### src/rtl/fb_mem_arbiter.sv
// Frame-buffer SDRAM arbiter: one Avalon-MM master shared by the VGA burst prefetcher (priority)
// and the sprite blitter (single word, starvation guard). All outputs are registered.
module fb_mem_arbiter #(
  parameter int unsigned ADDR_W     = 25,
  parameter int unsigned DATA_W     = 16,
  parameter int unsigned BURST_W    = 8,
  parameter int unsigned STARVE_MAX = 64
) (
  input  logic                clk_clk,
  input  logic                reset_reset_n,
  input  logic                vid_req,
  input  logic [ADDR_W-1:0]   vid_addr,
  input  logic [BURST_W-1:0]  vid_len,
  output logic                vid_ack,
  output logic [DATA_W-1:0]   vid_rdata,
  output logic                vid_rvalid,
  output logic                vid_done,
  input  logic                blt_req,
  input  logic                blt_we,
  input  logic [ADDR_W-1:0]   blt_addr,
  input  logic [DATA_W-1:0]   blt_wdata,
  input  logic [DATA_W/8-1:0] blt_be,
  output logic                blt_ack,
  output logic [DATA_W-1:0]   blt_rdata,
  output logic                blt_rvalid,
  output logic [ADDR_W-1:0]   m_address,
  output logic                m_read,
  output logic                m_write,
  output logic [DATA_W-1:0]   m_writedata,
  output logic [DATA_W/8-1:0] m_byteenable,
  output logic [BURST_W-1:0]  m_burstcount,
  input  logic                m_waitrequest,
  input  logic [DATA_W-1:0]   m_readdata,
  input  logic                m_readdatavalid
);

  localparam int unsigned STARVE_W = $clog2(STARVE_MAX + 1);

  typedef enum logic [2:0] {
    StIdle    = 3'd0,
    StVidCmd  = 3'd1,
    StVidData = 3'd2,
    StBltCmd  = 3'd3,
    StBltRd   = 3'd4
  } state_e;

  state_e               state_q, state_d;
  logic [BURST_W-1:0]   word_cnt_q, word_cnt_d;
  logic [STARVE_W-1:0]  starve_q, starve_d, starve_inc;

  logic                 vid_ack_q, vid_ack_d;
  logic [DATA_W-1:0]    vid_rdata_q, vid_rdata_d;
  logic                 vid_rvalid_q, vid_rvalid_d;
  logic                 vid_done_q, vid_done_d;
  logic                 blt_ack_q, blt_ack_d;
  logic [DATA_W-1:0]    blt_rdata_q, blt_rdata_d;
  logic                 blt_rvalid_q, blt_rvalid_d;
  logic [ADDR_W-1:0]    m_address_q, m_address_d;
  logic                 m_read_q, m_read_d;
  logic                 m_write_q, m_write_d;
  logic [DATA_W-1:0]    m_writedata_q, m_writedata_d;
  logic [DATA_W/8-1:0]  m_byteenable_q, m_byteenable_d;
  logic [BURST_W-1:0]   m_burstcount_q, m_burstcount_d;

  // A request seen while its own ack is still visible is the one just served, not a new one.
  logic vid_pending, blt_pending, starved;
  assign vid_pending = vid_req && !vid_ack_q;
  assign blt_pending = blt_req && !blt_ack_q;
  assign starved     = (starve_q == STARVE_W'(STARVE_MAX));
  assign starve_inc  = starved ? starve_q : starve_q + 1'b1;

  always_comb begin
    state_d        = state_q;
    word_cnt_d     = word_cnt_q;
    starve_d       = blt_pending ? starve_q : '0;
    vid_ack_d      = 1'b0;
    vid_rdata_d    = vid_rdata_q;
    vid_rvalid_d   = 1'b0;
    vid_done_d     = 1'b0;
    blt_ack_d      = 1'b0;
    blt_rdata_d    = blt_rdata_q;
    blt_rvalid_d   = 1'b0;
    m_address_d    = m_address_q;
    m_read_d       = m_read_q;
    m_write_d      = m_write_q;
    m_writedata_d  = m_writedata_q;
    m_byteenable_d = m_byteenable_q;
    m_burstcount_d = m_burstcount_q;

    unique case (state_q)
      StIdle: begin
        if (blt_pending && (starved || !(vid_pending && vid_len != '0))) begin
          state_d        = StBltCmd;
          starve_d       = '0;
          m_read_d       = !blt_we;
          m_write_d      = blt_we;
          m_address_d    = blt_addr;
          m_writedata_d  = blt_wdata;
          m_byteenable_d = blt_be;
          m_burstcount_d = BURST_W'(1);
        end else if (vid_pending && vid_len != '0) begin
          state_d        = StVidCmd;
          if (blt_pending) starve_d = starve_inc;
          word_cnt_d     = vid_len;
          m_read_d       = 1'b1;
          m_write_d      = 1'b0;
          m_address_d    = vid_addr;
          m_byteenable_d = '1;
          m_burstcount_d = vid_len;
        end else if (vid_pending) begin
          // Zero-length burst: acknowledge and complete without touching the bus.
          vid_ack_d  = 1'b1;
          vid_done_d = 1'b1;
        end
      end
      StVidCmd: begin
        if (blt_pending) starve_d = starve_inc;
        if (!m_waitrequest) begin
          m_read_d  = 1'b0;
          vid_ack_d = 1'b1;
          state_d   = StVidData;
        end
      end
      StVidData: begin
        if (blt_pending) starve_d = starve_inc;
        if (m_readdatavalid) begin
          vid_rdata_d  = m_readdata;
          vid_rvalid_d = 1'b1;
          if (word_cnt_q <= BURST_W'(1)) begin
            word_cnt_d = '0;
            vid_done_d = 1'b1;
            state_d    = StIdle;
          end else begin
            word_cnt_d = word_cnt_q - 1'b1;
          end
        end
      end
      StBltCmd: begin
        if (!m_waitrequest) begin
          blt_ack_d = 1'b1;
          m_read_d  = 1'b0;
          m_write_d = 1'b0;
          state_d   = m_read_q ? StBltRd : StIdle;
        end
      end
      StBltRd: begin
        if (m_readdatavalid) begin
          blt_rdata_d  = m_readdata;
          blt_rvalid_d = 1'b1;
          state_d      = StIdle;
        end
      end
      default: state_d = StIdle;
    endcase
  end

  always_ff @(posedge clk_clk or negedge reset_reset_n) begin
    if (!reset_reset_n) begin
      state_q        <= StIdle;
      word_cnt_q     <= '0;
      starve_q       <= '0;
      vid_ack_q      <= 1'b0;
      vid_rdata_q    <= '0;
      vid_rvalid_q   <= 1'b0;
      vid_done_q     <= 1'b0;
      blt_ack_q      <= 1'b0;
      blt_rdata_q    <= '0;
      blt_rvalid_q   <= 1'b0;
      m_address_q    <= '0;
      m_read_q       <= 1'b0;
      m_write_q      <= 1'b0;
      m_writedata_q  <= '0;
      m_byteenable_q <= '1;
      m_burstcount_q <= BURST_W'(1);
    end else begin
      state_q        <= state_d;
      word_cnt_q     <= word_cnt_d;
      starve_q       <= starve_d;
      vid_ack_q      <= vid_ack_d;
      vid_rdata_q    <= vid_rdata_d;
      vid_rvalid_q   <= vid_rvalid_d;
      vid_done_q     <= vid_done_d;
      blt_ack_q      <= blt_ack_d;
      blt_rdata_q    <= blt_rdata_d;
      blt_rvalid_q   <= blt_rvalid_d;
      m_address_q    <= m_address_d;
      m_read_q       <= m_read_d;
      m_write_q      <= m_write_d;
      m_writedata_q  <= m_writedata_d;
      m_byteenable_q <= m_byteenable_d;
      m_burstcount_q <= m_burstcount_d;
    end
  end

  assign vid_ack      = vid_ack_q;
  assign vid_rdata    = vid_rdata_q;
  assign vid_rvalid   = vid_rvalid_q;
  assign vid_done     = vid_done_q;
  assign blt_ack      = blt_ack_q;
  assign blt_rdata    = blt_rdata_q;
  assign blt_rvalid   = blt_rvalid_q;
  assign m_address    = m_address_q;
  assign m_read       = m_read_q;
  assign m_write      = m_write_q;
  assign m_writedata  = m_writedata_q;
  assign m_byteenable = m_byteenable_q;
  assign m_burstcount = m_burstcount_q;

endmodule

### config.mk
export PLATFORM = sky130hd
export DESIGN_NAME = fb_mem_arbiter
export DESIGN_NICKNAME = d
export VERILOG_FILES = /design/src/rtl/fb_mem_arbiter.sv
export SDC_FILE = /design/constraint.sdc
export NUM_CORES = 1
export LEC_CHECK = 0
export ABC_AREA = 1
export BUFFER_PORTS_ARGS = -buffer_cell sky130_fd_sc_hd__buf_2
export CORE_UTILIZATION = 50
export CTS_CLUSTER_DIAMETER = 30
export DETAILED_ROUTE_END_ITERATION = 12
export PLACE_DENSITY = 0.8
export RECOVER_POWER = 50
export SLEW_MARGIN = 5
export SYNTH_ARGS = -nofsm -noshare
export SYNTH_HDL_FRONTEND = slang
export SYNTH_SLANG_ARGS = --single-unit
### constraint.sdc
create_clock -name clk_clk -period 1.7 [get_ports clk_clk]
set_input_delay 0.085 -clock clk_clk [delete_from_list [all_inputs] [get_ports clk_clk]]
set_output_delay 0.085 -clock clk_clk [all_outputs]
set_load 0.005 [all_outputs]
==> results.md <==
- Internal power comes to 6946 µW.
- The largest voltage drop on the vdd net is 0.7905 mV.
- The number of hold-slack violations in the final timing report was 0.
- Setup slack on the critical path of the routed design comes to 0.05719 ns.
- Of the total power, the clock network draws 0.145.
- Setup violations remaining at the end of the flow were counted as 0.
- In this run the worst hold path is classified as primary input to flip-flop.
- The initial antenna violation count came to 1.
- Walking the worst path, the cells encountered are inv_2 -> ha_1 -> nand2_1 -> nand3b_4 -> nand3_4 -> nand2_8 -> nand2_4 -> nand2_4 -> buf_6 -> nand3_1 -> nand2_1.
- The analysis attributes to cell leakage a power of 0.004120 µW.
- Counting flops and latches in the post-synthesis netlist gives 108.
- Entering global routing, the biggest net connects 55 pins.
- The total via count after detailed routing is 5306.
- The chip height is 105.3 µm.
- STA classifies the critical path startpoint as a flip-flop.
- At the later pin of the worst-skew pair, clock insertion delay measures 0.36 ns.
- Relative to the synthesized area, the layout overhead comes to 41.07%.
- The DRC violation count after routing is 0.
- The layout has 713 filler cells.
- The number of global-route vias before repair is 4984.
- The number of antenna diodes is 0.
- Counting both buffers and inverters, the worst setup path holds a total of 2.
- Along the worst path, the maximum fanout reaches 6.
- The number of clock buffers added by TritonCTS is 9.
- The count of input and output buffers is 188.
- The actual slew at the worst max-slew pin is 0.9918 ns.
- Each instance of the synthesized netlist takes up on average 8.581 µm².
- The net count of the finished layout is 998.
- The I/O pin total is 189.
- The global routing usage summed across all routing layers is 0.2598.
- The relative slew slack is 0.3388.
- The largest stage delay on the critical path is 0.40 ns.
- For this design, the slowest cell found on the critical path is dfrtp_1.
- The share of total power dissipated in sequential elements is 0.372.
- The total wirelength of the detailed-routed design is 15.38 mm.
- The sort of element at the end of the critical path is a flip-flop.
- The number of levels the H-tree was split into is 3.
- The number of iterations in the first detailed-routing pass is 6.
- Hold is met by 0.02610 ns.
- Across the whole layout, storage elements account for 0.002706 mm².
- The part of the power in combinational logic is 0.483.
- The first-iteration detailed-routing DRC count is 370.
- After technology mapping, the gate count stands at 622.
- Summing all non-filler instances in the final layout gives an area of 0.007530 mm².
- After global routing the overflow that remains totals 0.
- The post-route clock period utilization is 0.9664.
- The proportion of layout cells with a drive suffix above 1 is 0.3222.
- The Yosys step of the flow raised 0 warnings.
- The share of the Yosys chip area taken by registers is 0.5070.
- Derived from the worst setup path, the maximum achievable clock frequency is 0.6087 GHz.
- The number of cell rows is 37.
- The floorplan step defined a core boundary enclosing 0.01032 mm².
- In this run the cell area of the synthesized design comes to 0.005338 mm².
- The die covers 0.01109 mm².
- The flow ran to the end, and the final reports show no timing, DRC or antenna violations.
- The clock root buffer master is clkbuf_8.
- The congestion estimate from routability-driven global placement came to 0.9010.
- The maximum buffer depth of the clock tree is 2.
- The number of nets with antenna violations after routing is 0.
- For this design, the sink count on the clock tree is 108.
- TritonCTS built the clock tree.
- The die is 105.3 µm wide.
- Of the total power, the share spent switching nets is 0.4130.
- The final critical-path required period is 1.643 ns.
- The family with the most delay on the worst path is simple AND/OR/NAND/NOR gates.
- Summed over all nets, the half-perimeter wirelength after detailed placement is 9.410 mm.
- The power spent charging and discharging nets is 4887 µW.
- The total power divided by cell area is 1572 mW/mm².
- For this configuration, the core starts out at a cell density of 0.5170.
- The worst setup path category is flip-flop to flip-flop.
- The arrival time reported for the critical path endpoint is 1.89 ns.
- For the final database, setup skew stands at 0.01076 ns.
- The clock transition at the registers of the reported paths is 0.10 ns.
- The placed instances occupy a cell area of 0.006420 mm².
- OpenSTA, run right after detailed placement, puts the worst setup slack at -0.005506 ns.
- Synthesis produced a netlist with a net count of 725.
- The count of unique library cells instantiated by Yosys is 38.
- The max-slew violation count is 0.
- The area of combinational cells with multiple inputs is 0.002246 mm².
- The number of max-capacitance violations reported is 0.
- Setup repair after global routing could not meet its margin everywhere.
- The area fraction of the dominant cell type after synthesis is 0.4923.
- Dividing the detail-routed via count by the number of cells gives 5.122.
- By area the synthesized netlist is led by dfrtp_1 49%, nand2_1 15%, o211ai_2 4.9%.
- The core utilization of the finished layout is 0.7294.
- The first global-routing pass estimated 23.03 mm of wire.
- For the worst setup path, the data required time is 1.95 ns.
- The average wire per cell in the routed design is 14.85 µm.
- The most area-hungry cell type in the Yosys netlist is dfrtp_1.
## tightest hold or removal path, stage by stage
cell	delay [ns]
buf_2	0.10
inv_2	0.06
o21ai_0	0.09
## layout by cell type, fill, tap and decap left out, types with 2 or more instances in the layout
cell / instances
nand4_1: 5
dfrtp_1: 105
nand2_2: 16
o22ai_1: 8
nand2_4: 6
clkbuf_16: 2
xor2_1: 6
nor2_1: 17
nand3_1: 44
clkinvlp_4: 2
nand2_1: 207
o211ai_1: 6
dlygate4sd3_1: 67
dfstp_2: 3
clkbuf_1: 24
ha_4: 2
buf_6: 4
ha_1: 2
nor2_2: 7
buf_4: 17
inv_4: 3
xnor2_1: 2
o211ai_2: 21
buf_2: 166
bufinv_16: 2
inv_1: 62
inv_2: 15
nand2_8: 2
o21ai_0: 37
o21ai_1: 12
clkbuf_8: 9
## logic make-up after synthesis
family,share of synthesized area
AO/OA/AOI/OAI,0.1249
buffers and inverters,0.08837
adder cells (fa/ha/maj),0.009377
AND/OR/NAND/NOR,0.2571
XOR/XNOR,0.01313
flip-flops,0.5070
## flip-flops by register name (all words and copies together), names as in the netlist
signal,flops
m_burstcount,8
m_write,1
blt_rdata,16
word_cnt_q,8
starve_q,7
m_writedata,16
m_read,1
m_byteenable,2
blt_rvalid,1
vid_rdata,16
m_address,25
blt_ack,1
vid_rvalid,1
state_q,3
vid_done,1
vid_ack,1
## power groups by stage
stage | registers, µW | clock network (µW) | logic (µW)
6_report | 4400 | 1720 | 5720
3_5_place_dp | 4380 | 0 | 5050
5_1_grt | 4510 | 1850 | 6310
3_3_place_gp | 4350 | 0 | 4860
4_1_cts | 4350 | 1760 | 5200
2_1_floorplan | 4450 | 0 | 3110
## layout make-up
cell class | count | area share
clock inverters | 5 | 0.01147
flip-flops and latches | 108 | 0.3594
multi-input cells | 413 | 0.2983
repair buffers | 283 | 0.2499
inverters | 80 | 0.04088
clock buffers | 11 | 0.01745
well taps | 136 | 0.02260
## layer usage
layer,part of all wire,vias to the layer above,track usage
li1,-,2520,-
met1,0.40,2447,0.3147
met2,0.50,296,0.4558
met3,0.074,41,0.04391
met4,0.028,2,0.1117
met5,0.00065,-,0
## cell usage after synthesis (all sizes together)
cell	count
a31oi	1
nand3b	2
buf	19
ha	4
o21ai	49
a21boi	1
nor3	1
nand2	230
nand3	45
dfstp	3
xor2	6
dfrtp	105
o211ai	27
or2	1
o21bai	1
clkbuf	3
a21oi	2
o22ai	8
nand4	5
xnor2	2
a22oi	1
nor2	26
inv	80
## per-stage QoR
stage	total power (µW)	TNS [ns]	cells
floorplan	7563	0	622
global placement	9214	0	937
detailed placement	9430	-0.005506	937
CTS	11310	-0.01021	1021
global route	12680	-0.2952	1036
finish	11830	0	1036
## what timing repair did
action	in CTS	in global routing
pin swaps	0	15
setup endpoints to repair	3	52
hold buffers	67	0
buffers inserted	1	11
resized for setup	1	26
gates cloned	0	4
hold endpoints to repair	189	0
## worst paths after layout
kind	to	start	cells past startpoint	slack (ns)
max	word_cnt_q[6]$_DFFE_PN0P_	starve_q[0]$_DFF_PN0_	11	0.06
max reg2reg	word_cnt_q[6]$_DFFE_PN0P_	starve_q[0]$_DFF_PN0_	11	0.06
min reg2reg	m_writedata[15]$_DFFE_PN0P_	m_writedata[15]$_DFFE_PN0P_	2	0.47
min in group asynchronous	m_address[3]$_DFFE_PN0P_	reset_reset_n	2	0.39
min	m_burstcount[4]$_DFFE_PN0P_	vid_len[4]	3	0.03
max in group asynchronous	m_burstcount[0]$_DFFE_PN1P_	reset_reset_n	3	0.28
(Power assumes the default switching activity.)
